<file path="config.mk">
export PLATFORM = sky130hd
export DESIGN_NAME = line_buffer_scheduler
export DESIGN_NICKNAME = d
export VERILOG_FILES = /design/src/rtl/line_buffer_scheduler.sv
export SDC_FILE = /design/constraint.sdc
export NUM_CORES = 1
export LEC_CHECK = 0
export ABC_AREA = 0
export CAP_MARGIN = 25
export CORE_MARGIN = 5
export CORE_UTILIZATION = 52
export DETAILED_ROUTE_END_ITERATION = 12
export PLACE_DENSITY = 0.81
export SYNTH_ARGS = -nofsm -noshare
export SYNTH_HDL_FRONTEND = slang
export SYNTH_SLANG_ARGS = --single-unit
</file>
<file path="constraint.sdc">
create_clock -name clk -period 5.1 [get_ports clk]
set_input_delay 0.51 -clock clk [delete_from_list [all_inputs] [get_ports clk]]
set_output_delay 0.51 -clock clk [all_outputs]
set_load 0.02 [all_outputs]
</file>
<file path="src/rtl/line_buffer_scheduler.sv">
// Sequencer for the vertical scaler's ring line buffer: write addressing with back-pressure,
// source-line residency handshake to the bilinear datapath, and read-pointer advance by yStep.
module line_buffer_scheduler #(
  parameter int ADDRESS_WIDTH = 11,
  parameter int BUFFER_SIZE   = 4,
  parameter int FILL_WIDTH    = 3,
  parameter int FRAC_BITS     = 14
) (
  input  logic                     clk,
  input  logic                     rst,
  input  logic                     frameStart,
  input  logic [ADDRESS_WIDTH-1:0] inWidth,
  input  logic [ADDRESS_WIDTH-1:0] inHeight,
  input  logic [ADDRESS_WIDTH-1:0] outHeight,
  input  logic [FRAC_BITS+1:0]     yStep,
  input  logic                     inValid,
  output logic                     inReady,
  output logic                     writeEnable,
  output logic [ADDRESS_WIDTH-1:0] writeAddress,
  output logic                     advanceWrite,
  input  logic                     lineReq,
  output logic                     lineGrant,
  output logic                     lastSrcLine,
  output logic [FRAC_BITS-1:0]     yFrac,
  input  logic                     lineDone,
  output logic                     advanceRead1,
  output logic                     advanceRead2,
  output logic [FILL_WIDTH-1:0]    fillCount,
  output logic                     frameDone
);

  localparam logic [FILL_WIDTH-1:0] FILL_FULL = FILL_WIDTH'(BUFFER_SIZE);
  localparam logic [FILL_WIDTH-1:0] FILL_ONE  = FILL_WIDTH'(1);
  localparam logic [FILL_WIDTH-1:0] FILL_TWO  = FILL_WIDTH'(2);

  typedef enum logic [2:0] {
    S_IDLE,
    S_WAIT,
    S_GRANT,
    S_BUSY,
    S_ADV,
    S_FLUSH
  } state_t;

  state_t r_state;
  state_t w_stateNext;

  logic                     r_writeArmed;
  logic [ADDRESS_WIDTH-1:0] r_writeAddress;
  logic [ADDRESS_WIDTH:0]   r_inLine;
  logic                     r_advanceWrite;
  logic [FILL_WIDTH-1:0]    r_fillCount;
  logic [FRAC_BITS+1:0]     r_yAcc;
  logic [ADDRESS_WIDTH:0]   r_outLine;

  logic                     w_transfer;
  logic                     w_lineEnd;
  logic                     w_allIn;
  logic                     w_read1;
  logic                     w_read2;
  logic                     w_grant;
  logic                     w_last;
  logic                     w_frameDone;
  logic [FRAC_BITS+1:0]     w_sum;
  logic [1:0]               w_k;
  logic [FILL_WIDTH-1:0]    w_fillNext;

  // allIn waits out the advanceWrite cycle so it never runs ahead of fillCount
  assign w_allIn    = (r_inLine > {1'b0, inHeight}) && !r_advanceWrite;
  assign inReady    = r_writeArmed && (r_fillCount < FILL_FULL) &&
                      (r_inLine <= {1'b0, inHeight}) && !r_advanceWrite;
  assign w_transfer = inValid && inReady;
  assign w_lineEnd  = w_transfer && (r_writeAddress == inWidth);
  assign w_sum      = r_yAcc + yStep;
  assign w_k        = w_sum[FRAC_BITS+1:FRAC_BITS];
  assign w_fillNext = r_fillCount + FILL_WIDTH'(r_advanceWrite) - FILL_WIDTH'(w_read1) -
                      (w_read2 ? FILL_TWO : '0);

  always_ff @(posedge clk or posedge rst) begin
    if (rst) begin
      r_writeArmed   <= 1'b0;
      r_writeAddress <= '0;
      r_inLine       <= '0;
      r_advanceWrite <= 1'b0;
    end else if (frameStart) begin
      r_writeArmed   <= 1'b1;
      r_writeAddress <= '0;
      r_inLine       <= '0;
      r_advanceWrite <= 1'b0;
    end else begin
      r_advanceWrite <= w_lineEnd;
      if (w_lineEnd) begin
        r_writeAddress <= '0;
        r_inLine       <= r_inLine + 1'b1;
      end else if (w_transfer) begin
        r_writeAddress <= r_writeAddress + 1'b1;
      end
    end
  end

  always_ff @(posedge clk or posedge rst) begin
    if (rst) begin
      r_state     <= S_IDLE;
      r_fillCount <= '0;
      r_yAcc      <= '0;
      r_outLine   <= '0;
    end else begin
      r_state <= w_stateNext;
      if (frameStart) begin
        r_fillCount <= '0;
        r_yAcc      <= '0;
        r_outLine   <= '0;
      end else begin
        r_fillCount <= w_fillNext;
        if (r_state == S_ADV) begin
          r_yAcc    <= {2'b00, w_sum[FRAC_BITS-1:0]};
          r_outLine <= r_outLine + 1'b1;
        end
      end
    end
  end

  // read-side sequencing; retire pulses are clipped to the lines actually resident
  always_comb begin
    w_stateNext = r_state;
    w_read1     = 1'b0;
    w_read2     = 1'b0;
    w_grant     = 1'b0;
    w_last      = 1'b0;
    w_frameDone = 1'b0;
    case (r_state)
      S_IDLE: begin
      end
      S_WAIT: begin
        if (lineReq && ((r_fillCount >= FILL_TWO) || (w_allIn && (r_fillCount >= FILL_ONE))))
          w_stateNext = S_GRANT;
      end
      S_GRANT: begin
        w_grant     = 1'b1;
        w_last      = (r_fillCount == FILL_ONE);
        w_stateNext = S_BUSY;
      end
      S_BUSY: begin
        if (lineDone) w_stateNext = S_ADV;
      end
      S_ADV: begin
        if ((w_k >= 2'd2) && (r_fillCount >= FILL_TWO)) w_read2 = 1'b1;
        else if ((w_k != 2'd0) && (r_fillCount != '0)) w_read1 = 1'b1;
        w_stateNext = (r_outLine >= {1'b0, outHeight}) ? S_FLUSH : S_WAIT;
      end
      S_FLUSH: begin
        if (r_fillCount != '0) begin
          w_read1 = 1'b1;
        end else if (w_allIn) begin
          w_frameDone = 1'b1;
          w_stateNext = S_IDLE;
        end
      end
      default: w_stateNext = S_IDLE;
    endcase
    if (frameStart) w_stateNext = S_WAIT;
  end

  assign writeEnable  = w_transfer;
  assign writeAddress = r_writeAddress;
  assign advanceWrite = r_advanceWrite;
  assign lineGrant    = w_grant;
  assign lastSrcLine  = w_last;
  assign yFrac        = r_yAcc[FRAC_BITS-1:0];
  assign advanceRead1 = w_read1;
  assign advanceRead2 = w_read2;
  assign fillCount    = r_fillCount;
  assign frameDone    = w_frameDone;

endmodule

</file>
-- Word-level counts from Yosys, hierarchy flattened
Index checks and enable logic that the tools add are counted.
- register bits after elaboration: 59
- input bits: 55
- output and inout port bits: 36
- logic and storage cells: 83
- add/sub/neg operators: 7
- order comparisons: 7
- eq/ne operators: 12
- mux-type cells: 30
- reductions and logical operators: 19
- operators with widths (cell ; number):
    12-bit 2-to-1 mux ; 4
    11-bit 2-to-1 mux ; 3
    16-bit 2-to-1 mux ; 2
    12-bit by 1-bit adder with 12-bit output, second input constant ; 2
    3-bit 2-to-1 mux ; 7
    3-bit case mux with 6 select lines ; 1
    16-bit adder ; 1
    12-bit by 11-bit >= comparator with 1-bit output ; 1
    12-bit by 11-bit > comparator with 1-bit output ; 1
    12-bit by 11-bit <= comparator with 1-bit output ; 1
    3-bit != test, second input constant ; 4
    11-bit by 1-bit adder with 11-bit output, second input constant ; 1
    11-bit == test ; 1
    1-bit 2-to-1 mux ; 11
    1-bit logical AND ; 10
    3-bit by 1-bit == test with 1-bit output, second input constant ; 2
    3-bit by 2-bit == test with 1-bit output, second input constant ; 2
    3-bit == test, second input constant ; 2
    2-bit nonzero test ; 3
    3-bit nonzero test ; 2
    5-bit AND reduction ; 1
    3-bit by 1-bit adder with 3-bit output ; 1
    3-bit by 1-bit >= comparator with 1-bit output, second input constant ; 1
    3-bit by 2-bit >= comparator with 1-bit output, second input constant ; 1
    10 further kinds ; 10

-- Logic depth before layout (Yosys ltp)
Gate-level depths: netlist of the first run.
- depth after elaboration: 9
- mapped depth: 16
- gate-level depth less buffers: 16

-- Worst setup path before layout of the first run
OpenSTA, ideal clock, no wires.
- kind: input port to flip-flop
- start point: input yStep[0]
- end point: register r_fillCount[1] (netlist: fillCount[1])
- library setup time: 0.131 ns
- data arrival time: 3.927 ns
- path slack: 1.042 ns
- stages on the path: 15
- cell sequence: ha_1 > fa_1 > a211oi_1 > nor2_1 > o21ai_1 > o21ai_0 > a311o_1 > a21oi_1 > mux2_2 > o21ai_2 > ha_1 > fa_1 > inv_1 > ha_1 > nor2b_1
- cells in the longest elaborated chain, start to end: 9
- ends and longest elaborated chain (what ; line ; RTL):
    from (decl) ; 15 ; input logic [FRAC_BITS+1:0] yStep,
    16-bit adder * ; 74 ; assign w_sum = r_yAcc + yStep;
    2-bit nonzero test ; 148 ; else if ((w_k != 2'd0) && (r_fillCount != '0)) w_read1 = 1'b1;
    1-bit logical AND ; 148 ;
    1-bit 2-to-1 mux ; 148 ;
    1-bit 2-to-1 mux * ; 147 ; if ((w_k >= 2'd2) && (r_fillCount >= FILL_TWO)) w_read2 = 1'b1;
    1-bit case mux with 2 select lines * ; 131 ; case (r_state)
    named net advanceRead1 ; 26 ; output logic advanceRead1,
    3-bit by 1-bit subtractor with 3-bit output * ; 76 ; assign w_fillNext = r_fillCount + FILL_WIDTH'(r_advanceWrite) - FILL_WIDTH'(w_read1) -
    3-bit by 2-bit subtractor with 3-bit output * ; 76 ;
    3-bit 2-to-1 mux * ; 109 ; if (frameStart) begin
    to (signal assigned) ; 114 ; r_fillCount <= w_fillNext;
    to (decl) ; 52 ; logic [FILL_WIDTH-1:0] r_fillCount;
The timed path passes the listed nets; every way through them passes the cells marked *.
A chain may end at the register's enable or synchronous reset.

-- Final worst setup path of the first run
- start point: input yStep[0]
- end point: output advanceRead1
- cells in the longest elaborated chain, start to end: 6
- ends and longest elaborated chain (what ; line):
    16-bit adder * ; 74
    2-bit nonzero test ; 148
    1-bit logical AND ; 148
    1-bit 2-to-1 mux ; 148
    1-bit 2-to-1 mux * ; 147
    1-bit case mux with 2 select lines * ; 131
    to (decl) ; 26
Mark *: on every way between the ends. The rest lies on a longest branch, timed or not.

==> results.sh, run 1 <==
export IMPL_fin_nets=687
export IMPL_syn_avg_cell_area_um2=8.58
export IMPL_grt_antenna_before_repair=0
export IMPL_synth_compound_area_share_pct=16.2
export IMPL_skew_ps=10.1
export IMPL_seq_area_um2=1430
export IMPL_power_static_leakage_uw=0.00248
export IMPL_holdBufCountCts=0
export IMPL_ios=91
export IMPL_drt_initial_drc_count=151
export IMPL_relSlewSlack_pct=47.3
export IMPL_cap_violations=0
export IMPL_ctsResizeCount=0
export IMPL_wl_per_cell_um=15.0
export IMPL_reg2reg_from="r_yAcc[0]"
export IMPL_p_int_uw=809
export IMPL_max_freq_mhz=216
export IMPL_min_from="r_writeArmed"
export IMPL_gp_congestion=0.908
export IMPL_min_path_type="register to register"
export IMPL_cts_made_buffers=9
export IMPL_clk_path_buf_depth=2
export IMPL_area_delta_synth_final_pct=28.9
export IMPL_rrSetupSlack_ps=970
export IMPL_port_buffers=90
export IMPL_synth_xor_area_share_pct=7.00
export IMPL_cts_tree="built"
export IMPL_vias_per_cell=5.61
export IMPL_yosysTopAreaCellShare_pct=33.5
export IMPL_clk_pin_slew_ps=70
export IMPL_cpLargestDelayFamily="compound AO/OA/AOI/OAI gates"
export IMPL_final_min_clock_period_ps=4620
export IMPL_ys_top_cells_by_area="dfrtp_1, ha_1, a21oi_1"
export IMPL_rsz0062_at_grt="false"
export IMPL_tightest_slew_ps=790
export IMPL_cp_required_ps=4590
export IMPL_slew_viol_final=0
export IMPL_synthMuxAreaShare_pct=2.32
export IMPL_crit_type="primary input to output port"
export IMPL_p_clk_share_pct=45.5
export IMPL_yosys_area_share_adder_pct=13.3
export IMPL_mostFrequentLayoutCells="clkdlybuf4s50_1, dfrtp_1, nor2_1"
export IMPL_ir_worst_vdd_v=0.000115
export IMPL_cpMostUsedCell="clkdlybuf4s50_1"
export IMPL_coreArea_um2=8090
export IMPL_first_pass_iters=5
export IMPL_die_height_um=100
export IMPL_synth_warnings=0
export IMPL_slowest_stage="clkdlybuf4s50_1"
export IMPL_p_sw_share_pct=24.5
export IMPL_arrival_ps=4110
export IMPL_rows=33
export IMPL_fp_dieW_um=100
export IMPL_dieArea_um2=10100
export IMPL_detail_route_antenna_nets=0
export IMPL_min_path_cells=1
export IMPL_drive_gt1_share_pct=7.25
export IMPL_synthCells=496
export IMPL_min_to="r_writeArmed"
export IMPL_drc=0
export IMPL_yosys_area_top_type="dfrtp_1"
export IMPL_grt_max_degree=58
export IMPL_root_buffer="clkbuf_8"
export IMPL_fillers=675
export IMPL_startpoint_type="primary input"
export IMPL_power_density_nw_per_um2=195
export IMPL_crit_fanout=3
export IMPL_multi_input_area_um2=2640
export IMPL_postCtsSetupRepairBufs=0
export IMPL_dpl_hpwl_um=7840
export IMPL_synth_ff_type="dfrtp_1"
export IMPL_drt_wl_total_um=10500
export IMPL_p_comb_share_pct=11.9
export IMPL_status="finished, final reports clean"
export IMPL_synth_cell_area_um2=4250
export IMPL_cp_num_buf_inv=2
export IMPL_ys_seq_area_share_pct=33.5
export IMPL_path_cells="clkdlybuf4s50_1 > ha_1 > fa_1 > a211oi_1 > nor2_1 > o21ai_1 > o21ai_0 > a311o_1 > a21oi_1 > mux2_2 > o21ai_2 > clkdlybuf4s50_1"
export IMPL_synth_edf_count=0
export IMPL_yosys_area_share_simple_pct=23.2
export IMPL_setup_viol=0
export IMPL_htree_levels=3
export IMPL_p_seq_share_pct=42.6
export IMPL_clock_latency_ps=340
export IMPL_power_switching_uw=262
export IMPL_reg2reg_depth=15
export IMPL_end_kind="output port"
export IMPL_overflow=0
export IMPL_ys_ff_latch=57
export IMPL_grt_pass1_wl_um=17600
export IMPL_cts_sinks=57
export IMPL_period_share_pct=90.6
export IMPL_grt_total_usage_pct=21.4
export IMPL_vias=3914
export IMPL_slowest_delay_ps=630
export IMPL_fin_util_pct=67.8
export IMPL_start_util_pct=52.6
export IMPL_yosysUniqueCellTypes=54
export IMPL_antennaDiodeCount=0
export IMPL_layout_commonest_cell="clkdlybuf4s50_1"
export IMPL_finalSetupTns_ps=0
export IMPL_synth_top_family_by_area="simple AND/OR/NAND/NOR gates"
export IMPL_grt_pass1_vias=3940
export IMPL_rr_endpoint="fillCount[1]"
export IMPL_synthesis_nets=595
export IMPL_hold_viol_final=0
export IMPL_async_flop_share_pct=100
[area by class of cell]
cell class | count | share of cell area [%]
Clock inverter | 6 | 1.67
Multi-Input combinational cell | 391 | 48.1
Clock buffer | 10 | 2.51
Timing Repair Buffer | 94 | 16.9
Tap cell | 105 | 2.40
Inverter | 35 | 2.40
Sequential cell | 57 | 26.0
[worst reg2reg max path, cell delays in order (launching register included)]
cell and delay [ps]:
dfrtp_1 400, ha_1 240, fa_1 440, a211oi_1 250, nor2_1 120, o21ai_1 250, o21ai_0 190, a311o_1 380
a21oi_1 150, mux2_2 360, o21ai_2 170, ha_1 190, fa_1 410, inv_1 70, ha_1 220, nor2b_1 130
[cell usage after synthesis, types with 4 or more instances]
library cell / count
xor2_1: 9
nand3b_1: 10
inv_1: 35
a21o_1: 5
a21oi_1: 44
o21ai_0: 23
dfrtp_1: 57
nor3_1: 7
nand4_1: 11
nor2_1: 49
and3_1: 15
mux2_2: 7
o21bai_1: 4
or3_1: 6
nand2_1: 44
clkbuf_1: 12
ha_1: 42
o211ai_1: 5
a211oi_1: 5
nand3_1: 18
nand2b_1: 5
xnor2_1: 25
nor2b_1: 17
[metal layers]
layer	vias to the layer above	global-route usage [%]	part of all wire, %
li1	1929	-	-
met1	1858	26.8	45
met2	112	36.7	48
met3	15	4.78	5.5
met4	0	6.84	1.4
met5	-	0	0
[state kept, by name, summed over array words and instances, names as in the netlist]
signal / count
r_yAcc: 14
writeAddress: 11
r_writeArmed: 1
r_outLine: 12
advanceWrite: 1
fillCount: 3
r_inLine: 12
r_state: 3
[how the worst max path moves through the flow]
stage             start           end  slack [ps]  depth (start not counted)
2_1_floorplan  yStep[0]  fillCount[1]        1040                         15
3_3_place_gp   yStep[0]  advanceRead1         570                         12
3_5_place_dp   yStep[0]  fillCount[1]         480                         16
4_1_cts        yStep[0]  advanceRead1         490                         12
5_1_grt        yStep[0]  advanceRead1         280                         12
6_report       yStep[0]  advanceRead1         480                         12
[through the flow]
stage               instances  total power, µW  hold slack (ps)  worst slack [ps]  area, µm²
floorplan                 496              529              446              1040       4250
global placement          682              590              485               574       5260
detailed placement        682              594              486               475       5260
CTS                       698             1080              504               490       5480
global route              698             1120              513               278       5480
finish                    698             1070              506               480       5480
[power groups by stage]
| stage | clock [µW] | sequential (µW) | combinational [µW] |
|---|---|---|---|
| after floorplan | 0 | 467 | 62.0 |
| after global placement | 0 | 465 | 124 |
| after detailed placement | 0 | 466 | 128 |
| after CTS | 493 | 457 | 129 |
| after global routing | 517 | 457 | 142 |
| final | 487 | 457 | 128 |
[kinds of logic after synthesis]
logic type      after synthesis
mux                           9
simple gates                195
buf+inv                      48
fa+ha+maj                    44
flops                        57
xor+xnor                     34
compound gates              109
Power figures use the tool's default switching activity.
==> run 2, diff against run 1 <==
Settings changed: PLACE_DENSITY 0.81 to 0.78.
Clock period 5.1 ns to 4.29 ns, I/O delays scaled along.
==> run 2 against run 1 <==
  * Sequential share of layout area is essentially flat
  * Highest routed layer unchanged
  * Non-clock buffer count rose by 5
  * Wire length increased by 1.4%
  * Critical path type unchanged
  * Clock skew up 0.74 ps
  * Clock power rose by 3%
==> results.sh, run 2 (same netlist as run 1, synthesis figures left out) <==
export IMPL_status="finished, final reports clean"
export IMPL_reg2reg_from="r_yAcc[0]"
export IMPL_cap_violations=0
export IMPL_rrSetupSlack_ps=380
export IMPL_max_freq_mhz=247
export IMPL_end_kind="output port"
export IMPL_wl_per_cell_um=15.1
export IMPL_rsz0062_at_grt="false"
export IMPL_top_regs="r_yAcc x14, r_inLine x12, r_outLine x12"
export IMPL_power_static_leakage_uw=0.00251
export IMPL_largest_register_ffs=14
export IMPL_reg2reg_depth=15
export IMPL_ir_worst_vdd_v=0.000154
export IMPL_detail_route_antenna_nets=0
export IMPL_arrival_ps=3620
export IMPL_coreArea_um2=8090
export IMPL_power_density_nw_per_um2=218
export IMPL_drc=0
export IMPL_grt_total_usage_pct=21.8
export IMPL_port_buffers=90
export IMPL_cp_required_ps=3860
export IMPL_seq_area_um2=1430
export IMPL_cts_tree="built"
export IMPL_cts_made_buffers=9
export IMPL_die_height_um=100
export IMPL_vias_per_cell=5.64
export IMPL_ios=91
export IMPL_whs_ps=450
export IMPL_rows=33
export IMPL_overflow=0
export IMPL_clock_latency_ps=330
export IMPL_skew_ps=10.8
export IMPL_vias=3963
export IMPL_first_pass_iters=5
export IMPL_crit_fanout=4
export IMPL_drt_wl_total_um=10600
export IMPL_period_share_pct=94.4
export IMPL_multi_input_area_um2=2640
export IMPL_clk_pin_slew_ps=70
export IMPL_area_delta_synth_final_pct=29.1
export IMPL_cts_sinks=57
export IMPL_start_util_pct=52.6
export IMPL_relSlewSlack_pct=45.9
export IMPL_min_path_type="primary input to asynchronous set/reset pin"
export IMPL_grt_antenna_before_repair=0
export IMPL_regMostFlops="r_yAcc"
export IMPL_layout_commonest_cell="clkdlybuf4s50_1"
export IMPL_drt_initial_drc_count=209
export IMPL_htree_levels=3
export IMPL_startpoint_type="primary input"
export IMPL_fp_dieW_um=100
export IMPL_gp_congestion=0.866
export IMPL_fillers=696
export IMPL_setup_viol=0
export IMPL_slew_viol_final=0
export IMPL_crit_type="primary input to output port"
export IMPL_fin_nets=692
export IMPL_grt_pass1_vias=3861
export IMPL_grt_max_degree=45
export IMPL_rr_endpoint="fillCount[1]"
export IMPL_tightest_slew_ps=811
export IMPL_mostFrequentLayoutCells="clkdlybuf4s50_1, dfrtp_1, nor2_1"
export IMPL_postCtsSetupRepairBufs=0
export IMPL_grt_pass1_wl_um=17900
export IMPL_dpl_cell_area_um2=5290
export IMPL_dpl_hpwl_um=7950
export IMPL_dieArea_um2=10100
export IMPL_clk_path_buf_depth=2
export IMPL_antennaDiodeCount=0
export IMPL_fin_area_um2=5490
export IMPL_hold_viol_final=0
export IMPL_final_min_clock_period_ps=4050
export IMPL_root_buffer="clkbuf_8"
export IMPL_drive_gt1_share_pct=7.86
## run 2: layout make-up
type                       count  area share [%]
multi-input combinational    391            48.1
sequential                    57            26.0
timing repair buffer          99            17.6
clock buffer                  11            2.57
inverter                      35            2.39
tap                          105            2.39
clock inverter                 5            1.00
## run 2: metrics by stage
stage	std cells	setup TNS [ps]	total power [µW]	setup slack (ps)	utilization [%]
final	703	0	1200	240	67.9
after global routing	703	0	1260	53.5	67.9
after CTS	703	0	1210	28.6	67.8
after detailed placement	687	-84.5	707	-57.3	65.4
after global placement	687	0	703	5.48	65.4
after floorplan	496	0	629	264	-
## run 2: repair_timing
item | 4_1_cts | 5_1_grt
hold buffers | 0 | 0
resized for setup | 0 | 1
endpoints found under the setup margin | 0 | 1
endpoints found under the hold margin | 0 | 0
## run 2: power breakdown
group	internal (µW)	switching [µW]	total, µW	leakage, µW
clock	282	218	500	0.0000953
combinational	80.0	73.7	154	0.00164
sequential	540	4.08	544	0.000784
total	902	296	1200	0.00251
## run 2: worst max-delay path, stage by stage
cell             delay (ps)
clkdlybuf4s50_1         460
ha_1                    350
a211oi_2                280
nor4_1                  110
or2_4                   280
o41ai_4                 370
o32ai_1                 170
xnor2_1                 160
nor3_1                  320
clkdlybuf4s50_1         700
## run 2: how the worst max path moves through the flow
stage / startpoint / to / slack (ps) / cells after the start
floorplan: r_yAcc[0] / fillCount[1] / 260 / 15
global placement: yStep[0] / fillCount[1] / 5 / 16
detailed placement: yStep[0] / fillCount[1] / -60 / 16
CTS: yStep[0] / advanceRead1 / 30 / 12
global route: yStep[0] / fillCount[2] / 50 / 17
finish: yStep[1] / advanceRead2 / 240 / 10
## run 2: routing by layer
layer	part of all wire (%)	up-vias	GRT usage (%)
met5	0	-	0
met4	1.7	0	6.63
met3	6.1	15	4.36
met2	48	122	35.9
met1	44	1889	29.0
li1	-	1937	-
